File: config.mk
export PLATFORM = sky130hd
export DESIGN_NAME = jesd204b_tpl_tx
export DESIGN_NICKNAME = d
export VERILOG_FILES = /design/src/rtl/jesd204b_pkg.sv /design/src/rtl/jesd204b_tpl_tx_pack.sv /design/src/rtl/jesd204b_tpl_tx.sv
export SDC_FILE = /design/constraint.sdc
export NUM_CORES = 1
export LEC_CHECK = 0
export CAP_MARGIN = 15
export CELL_PAD_IN_SITES_DETAIL_PLACEMENT = 0
export CELL_PAD_IN_SITES_GLOBAL_PLACEMENT = 1
export CORE_AREA = 4 4 222 159
export DETAILED_ROUTE_END_ITERATION = 8
export DIE_AREA = 0 0 226 163
export GPL_TIMING_DRIVEN = 0
export PLACE_DENSITY_LB_ADDON = 0.1
export SYNTH_ARGS = -nofsm -noshare
export SYNTH_HDL_FRONTEND = slang
export SYNTH_SLANG_ARGS = --single-unit
File: constraint.sdc
create_clock -name clk -period 7.4 [get_ports clk]
set_input_delay 1.11 -clock clk [delete_from_list [all_inputs] [get_ports clk]]
set_output_delay 1.11 -clock clk [all_outputs]
set_load 0.02 [all_outputs]
File: src/rtl/jesd204b_pkg.sv
// Shared JESD204B transport-layer definitions for the TX and RX paths.
// Mode codes and the lane-padded converter count.
package jesd204b_pkg;

    localparam logic [1:0] MODE_NORMAL  = 2'd0;
    localparam logic [1:0] MODE_RAMP    = 2'd1;
    localparam logic [1:0] MODE_CHECKER = 2'd2;

    // Converter count rounded up to a whole number of lane groups.
    function automatic int padded_conv(input int m, input int l);
        return ((m + l - 1) / l) * l;
    endfunction

endpackage

File: src/rtl/jesd204b_tpl_tx_pack.sv
// Maps per-converter samples and control bits onto MSB-aligned frame words.
// Words beyond the real converters are dummy words and stay zero.
module jesd204b_tpl_tx_pack
    import jesd204b_pkg::*;
#(
    parameter int LANES       = 4,
    parameter int CONVERTERS  = 8,
    parameter int RESOLUTION  = 11,
    parameter int CONTROL     = 2,
    parameter int SAMPLE_SIZE = 16,
    parameter int SAMPLES     = 1,
    localparam int CP = padded_conv(CONVERTERS, LANES),
    localparam int TW = SAMPLES * SAMPLE_SIZE * CP,
    localparam int DW = SAMPLES * CONVERTERS * RESOLUTION,
    localparam int CW = SAMPLES * CONVERTERS * CONTROL
) (
    input  logic [DW-1:0] samples,
    input  logic [CW-1:0] ctrl,
    output logic [TW-1:0] frame
);

    localparam int SS = SAMPLE_SIZE;
    localparam int R  = RESOLUTION;
    localparam int CS = CONTROL;

    for (genvar n = 0; n < SAMPLES * CP; n++) begin : g_word
        if (n < SAMPLES * CONVERTERS) begin : g_live
            if (CS > 0) begin : g_ctrl
                assign frame[n*SS +: SS] =
                    (SS'(samples[n*R +: R]) << (SS - R)) |
                    (SS'(ctrl[n*CS +: CS]) << (SS - R - CS));
            end else begin : g_noctrl
                assign frame[n*SS +: SS] =
                    SS'(samples[n*R +: R]) << (SS - R);
            end
        end else begin : g_dummy
            assign frame[n*SS +: SS] = '0;
        end
    end

endmodule

File: src/rtl/jesd204b_tpl_tx.sv
// JESD204B TX transport layer: 2-entry skid FIFO, test-pattern mux and
// frame output register feeding the data link layer.
module jesd204b_tpl_tx
    import jesd204b_pkg::*;
#(
    parameter int LANES       = 4,
    parameter int CONVERTERS  = 8,
    parameter int RESOLUTION  = 11,
    parameter int CONTROL     = 2,
    parameter int SAMPLE_SIZE = 16,
    parameter int SAMPLES     = 1,
    localparam int CP = padded_conv(CONVERTERS, LANES),
    localparam int TW = SAMPLES * SAMPLE_SIZE * CP,
    localparam int DW = SAMPLES * CONVERTERS * RESOLUTION,
    localparam int CW = SAMPLES * CONVERTERS * CONTROL
) (
    input  logic          clk,
    input  logic          reset,
    input  logic          en,
    input  logic [1:0]    mode,
    input  logic [DW-1:0] tx_datain,
    input  logic [CW-1:0] tx_ctrlin,
    input  logic          tx_valid,
    output logic          tx_ready,
    output logic [TW-1:0] tx_dataout,
    output logic          tx_out_valid,
    input  logic          link_ready
);

    localparam int R = RESOLUTION;
    localparam logic [R-1:0] CHK = R'(64'h5555_5555_5555_5555);

    logic [DW-1:0] fifo_d [2];
    logic [CW-1:0] fifo_c [2];
    logic          rd_ptr;
    logic          wr_ptr;
    logic [1:0]    count;
    logic [R-1:0]  cnt;
    logic          phase;

    logic          test_mode;
    logic          empty;
    logic          full;
    logic          push;
    logic          load;
    logic          direct;
    logic          pop;
    logic          wr;
    logic          frame_ok;
    logic [DW-1:0] sel_d;
    logic [CW-1:0] sel_c;
    logic [TW-1:0] packed_frame;

    assign test_mode = (mode == MODE_RAMP) || (mode == MODE_CHECKER);
    assign empty     = (count == 2'd0);
    assign full      = (count == 2'd2);
    assign tx_ready  = !reset && !full && !test_mode;

    assign push   = en && tx_valid && tx_ready;
    assign load   = en && (!tx_out_valid || link_ready);
    // An empty FIFO lets a new frame go straight to the output register.
    assign direct = load && !test_mode && empty && push;
    assign pop    = load && !test_mode && !empty;
    assign wr     = push && !direct;

    always_comb begin
        sel_d    = fifo_d[rd_ptr];
        sel_c    = fifo_c[rd_ptr];
        frame_ok = !empty;
        unique case (1'b1)
            (mode == MODE_RAMP): begin
                sel_c    = '0;
                frame_ok = 1'b1;
                for (int n = 0; n < SAMPLES * CONVERTERS; n++) begin
                    sel_d[n*R +: R] = cnt + R'(n % SAMPLES);
                end
            end
            (mode == MODE_CHECKER): begin
                sel_c    = '0;
                frame_ok = 1'b1;
                for (int n = 0; n < SAMPLES * CONVERTERS; n++) begin
                    sel_d[n*R +: R] = phase ? ~CHK : CHK;
                end
            end
            default: begin
                if (empty) begin
                    sel_d    = tx_datain;
                    sel_c    = tx_ctrlin;
                    frame_ok = push;
                end
            end
        endcase
    end

    jesd204b_tpl_tx_pack #(
        .LANES       (LANES),
        .CONVERTERS  (CONVERTERS),
        .RESOLUTION  (RESOLUTION),
        .CONTROL     (CONTROL),
        .SAMPLE_SIZE (SAMPLE_SIZE),
        .SAMPLES     (SAMPLES)
    ) u_pack (
        .samples (sel_d),
        .ctrl    (sel_c),
        .frame   (packed_frame)
    );

    always_ff @(posedge clk) begin
        if (wr) begin
            fifo_d[wr_ptr] <= tx_datain;
            fifo_c[wr_ptr] <= tx_ctrlin;
        end
    end

    always_ff @(posedge clk or posedge reset) begin
        if (reset) begin
            rd_ptr       <= 1'b0;
            wr_ptr       <= 1'b0;
            count        <= 2'd0;
            cnt          <= '0;
            phase        <= 1'b0;
            tx_dataout   <= '0;
            tx_out_valid <= 1'b0;
        end else begin
            count <= count + 2'(wr) - 2'(pop);
            if (wr) begin
                wr_ptr <= ~wr_ptr;
            end
            if (pop) begin
                rd_ptr <= ~rd_ptr;
            end
            if (load) begin
                tx_out_valid <= frame_ok;
                if (frame_ok) begin
                    tx_dataout <= packed_frame;
                end
                if (mode == MODE_RAMP) begin
                    cnt <= cnt + R'(SAMPLES);
                end
                if (mode == MODE_CHECKER) begin
                    phase <= ~phase;
                end
            end
        end
    end

endmodule

==> results_dict.tcl <==
set metrics [dict create \
    crit_buf_inv 5 \
    unrepaired_setup_endpoints_after_global_routing "false" \
    pin_count 241 \
    clk_transition_reported_paths_ns 0.06 \
    io_buffer_count 216 \
    post_synth_inst_count 1129 \
    cp_data_required_time_ns 6.29 \
    worst-slew-pin-transition_ns 0.964 \
    design.die.area_mm2 0.0368 \
    highest_cell_delay_on_the_worst_timing_path_ns 0.71 \
    maximum_fanout_encountered_on_the_critical_timing_path 10 \
    min_path_type "reg2reg" \
    critPathTopFamily "buffers and inverters" \
    drt_iter0_drc 825 \
    vias 10100 \
    cts_root_buf "sky130_fd_sc_hd__clkbuf_16" \
    initial_util_pct 42.5 \
    synthDistinctLibCells 35 \
    timing.final.crit_share_pct 60.6 \
    worst_clock_skew_ns 0.0112 \
    dieHeight_um 163 \
    avgSynthCellArea_um2 12.5 \
    power-per-cell-area_mw_per_mm2 376 \
    crit_slowest_cell "sky130_fd_sc_hd__clkdlybuf4s50_1" \
    netlist.area_leader.share_pct 44.4 \
    setup.worst_path.start_class "input port" \
    synth_edf_count 208 \
    drcViolationCount 0 \
    pins_over_slew_limit 0 \
    detail_route.wl_per_cell_um 22.8 \
    async_flop_share_pct 36.8 \
    route.final.wire_length_um 43000 \
    synth.top_cells.by_area "sky130_fd_sc_hd__edfxtp_1, sky130_fd_sc_hd__dfrtp_1, sky130_fd_sc_hd__mux2i_1, sky130_fd_sc_hd__o31ai_1, sky130_fd_sc_hd__nand2_1" \
    status "completed" \
    cts_hold_buf 0 \
    yosysSeqAreaShare_pct 65.9 \
    total_power_mw 6.89 \
    placement_rows 56 \
    detailed_place.area_mm2 0.0172 \
    cts_post_setup_buffers_inserted 0 \
    first_pass_iters 6 \
    tritoncts "yes" \
    post_cts_resized 0 \
    ctsHtreeMaxLevel 2 \
    synthesis.yosys.warnings 0 \
    worst_slew_margin_rel_pct 35.7 \
    die_width_um 226 \
    global_route_wire_length_before_repair_um 63200 \
    ys_dominant_reg_cell "sky130_fd_sc_hd__edfxtp_1" \
    placed_cells_incl_taps 1819 \
    final_nets 1537 \
    synth_top_area_cell "sky130_fd_sc_hd__edfxtp_1" \
    end_kind "output port" \
    grt_max_degree 67 \
    clock_latency_ns 0.53 \
    core_region_area_mm2 0.0331 \
    ant_nets 0 \
    finalNonFillerCells 1883 \
    critical_path.cell_chain "clkdlybuf4s50_1, inv_1, ha_1, buf_2, inv_1, a211oi_1, clkdlybuf4s50_1" \
    setup-violations-final 0 \
    start_to_end_type_of_the_worst_setup_path "in2out" \
    numClockSinks 329 \
    postSynthRegisterBits 329 \
    finalCriticalPeriod_ns 4.49 \
    layout-drive-gt1-share_pct 10.9 \
    tritoncts.num_buffers 35 \
    detail_route.vias_per_cell 5.35 \
    grt_overflow_total 0 \
    timing_hold_violations_final 0 \
    number_of_antenna_violations_at_the_first_check_in_global_routing 1 \
    vias_in_the_first_global_route 9934 \
    critPathArrivalTime_ns 3.38 \
    final_cell_area_mm2 0.0183 \
    total_leakage_power_nw 7.07 \
    area_growth_syn_to_layout_pct 30.1 \
    grt_use_total_pct 23.0 \
    post-dp-hpwl_um 29700 \
    post_synth_instance_area_mm2 0.0141 \
    drv_cap 0 \
    peakVddDrop_mv 0.170 \
    routabilityCongestion 0.803 \
    fmax_mhz 223 \
    clock_tree.buffer_depth 3 \
]
-- cells by family after synthesis --
| kind of cell | share of synthesized area [%] |
|---|---|
| AOI/OAI and AO/OA | 13.4 |
| and+or+nand+nor | 7.01 |
| other | 0.0266 |
| buffers and inverters | 4.82 |
| DFF | 65.9 |
| muxes | 7.47 |
| adders and majority gates | 0.444 |
| xor gates and xnor gates | 0.933 |
-- flip-flops by register name, indices dropped and copies added, names as in the netlist --
register	count
count	2
rd_ptr	1
phase	1
fifo_d	176
wr_ptr	1
tx_out_valid	1
cnt	11
fifo_c	32
tx_dataout	104
-- placed cells by master (no fill, tap or decap), types with 3 or more instances in the layout --
cell type,instances
sky130_fd_sc_hd__inv_1,7
sky130_fd_sc_hd__clkdlybuf4s50_1,216
sky130_fd_sc_hd__conb_1,24
sky130_fd_sc_hd__o31ai_1,88
sky130_fd_sc_hd__xnor2_1,10
sky130_fd_sc_hd__edfxtp_1,208
sky130_fd_sc_hd__dfrtp_1,121
sky130_fd_sc_hd__nand4_1,4
sky130_fd_sc_hd__a21oi_1,89
sky130_fd_sc_hd__nor2_1,90
sky130_fd_sc_hd__ha_1,5
sky130_fd_sc_hd__clkbuf_16,37
sky130_fd_sc_hd__o21ai_1,89
sky130_fd_sc_hd__o21ai_2,15
sky130_fd_sc_hd__and3_1,5
sky130_fd_sc_hd__a21oi_2,10
sky130_fd_sc_hd__buf_2,20
sky130_fd_sc_hd__and4_1,3
sky130_fd_sc_hd__clkbuf_1,58
sky130_fd_sc_hd__buf_16,4
sky130_fd_sc_hd__clkbuf_2,8
sky130_fd_sc_hd__buf_12,6
sky130_fd_sc_hd__o211ai_1,16
sky130_fd_sc_hd__xor2_1,5
sky130_fd_sc_hd__nand2_1,137
sky130_fd_sc_hd__buf_4,24
sky130_fd_sc_hd__buf_6,13
sky130_fd_sc_hd__mux2i_1,104
sky130_fd_sc_hd__buf_8,7
sky130_fd_sc_hd__clkinv_2,6
-- layout make-up --
cell class              count  area (µm²)
diodes                      1        2.50
flip-flops and latches    329        9270
inverters                   8        35.0
clock inverters             7        60.1
plain buffers             108         648
multi-input cells         707        4270
fillers                  2842       14800
repair buffers            232        2470
clock buffers              56        1020
well taps                 435         544
-- path summary, 6_finish.rpt --
path                                           from                    endpoint  slack (ns)  cells past startpoint
min in group asynchronous                     reset          count[0]$_DFF_PP0_        1.11                      2
worst min register to register  cnt[10]$_DFFE_PP0P_         cnt[10]$_DFFE_PP0P_        0.47                      1
max in group asynchronous                     reset  tx_dataout[99]$_DFFE_PP0P_        5.54                      3
worst min-delay path            cnt[10]$_DFFE_PP0P_         cnt[10]$_DFFE_PP0P_        0.47                      1
worst max register to register   count[1]$_DFF_PP0_     fifo_d[0][42]$_DFFE_PP_        4.02                      7
worst max-delay path                        mode[0]                    tx_ready        2.91                      7
-- power by group --
group,internal [mW],switching (mW)
registers,2.29,0.201
logic,1.08,1.63
clock network,0.978,0.716
total,4.34,2.55
-- stage by stage --
stage | setup TNS [ns] | hold slack [ns] | setup WS [ns] | utilization, %
floorplan | -16.85 | 0.441 | -0.0810 | -
global placement | -797.45 | 0.463 | -3.86 | 50.9
detailed placement | 0 | 0.464 | 2.87 | 52.0
CTS | 0 | 0.478 | 2.87 | 55.3
global route | 0 | 0.501 | 2.82 | 55.3
finish | 0 | 0.475 | 2.91 | 55.3
-- worst register-to-register path, stage by stage, from the launching register on --
cell	delay [ns]
sky130_fd_sc_hd__dfrtp_1	0.33
sky130_fd_sc_hd__clkbuf_1	0.56
sky130_fd_sc_hd__clkbuf_1	0.48
sky130_fd_sc_hd__nor2_1	0.14
sky130_fd_sc_hd__nand4_1	0.13
sky130_fd_sc_hd__nand4_1	0.32
sky130_fd_sc_hd__nor2_4	0.81
sky130_fd_sc_hd__buf_12	0.29
-- synth_stat cells (8+ instances only) --
library cell and number:
sky130_fd_sc_hd__edfxtp_1 208, sky130_fd_sc_hd__nand2_1 137, sky130_fd_sc_hd__dfrtp_1 121, sky130_fd_sc_hd__mux2i_1 104, sky130_fd_sc_hd__a21oi_1 99, sky130_fd_sc_hd__nor2_1 92, sky130_fd_sc_hd__o21ai_1 89, sky130_fd_sc_hd__o31ai_1 88
sky130_fd_sc_hd__clkbuf_1 41, sky130_fd_sc_hd__buf_4 24, sky130_fd_sc_hd__buf_2 20, sky130_fd_sc_hd__o211ai_1 16, sky130_fd_sc_hd__o21ai_2 15, sky130_fd_sc_hd__buf_6 12, sky130_fd_sc_hd__xnor2_1 10, sky130_fd_sc_hd__clkbuf_2 8
sky130_fd_sc_hd__inv_1 8
-- per-layer routing --
layer / global-route usage (%) / up-vias / part of all wire [%]
met5: 0 / - / 0
met4: 5.79 / 0 / 2.0
met2: 34.9 / 325 / 46
met1: 34.8 / 5018 / 47
li1: - / 4668 / -
met3: 3.59 / 55 / 5.6
No activity file was read; power rests on OpenSTA's default activity.
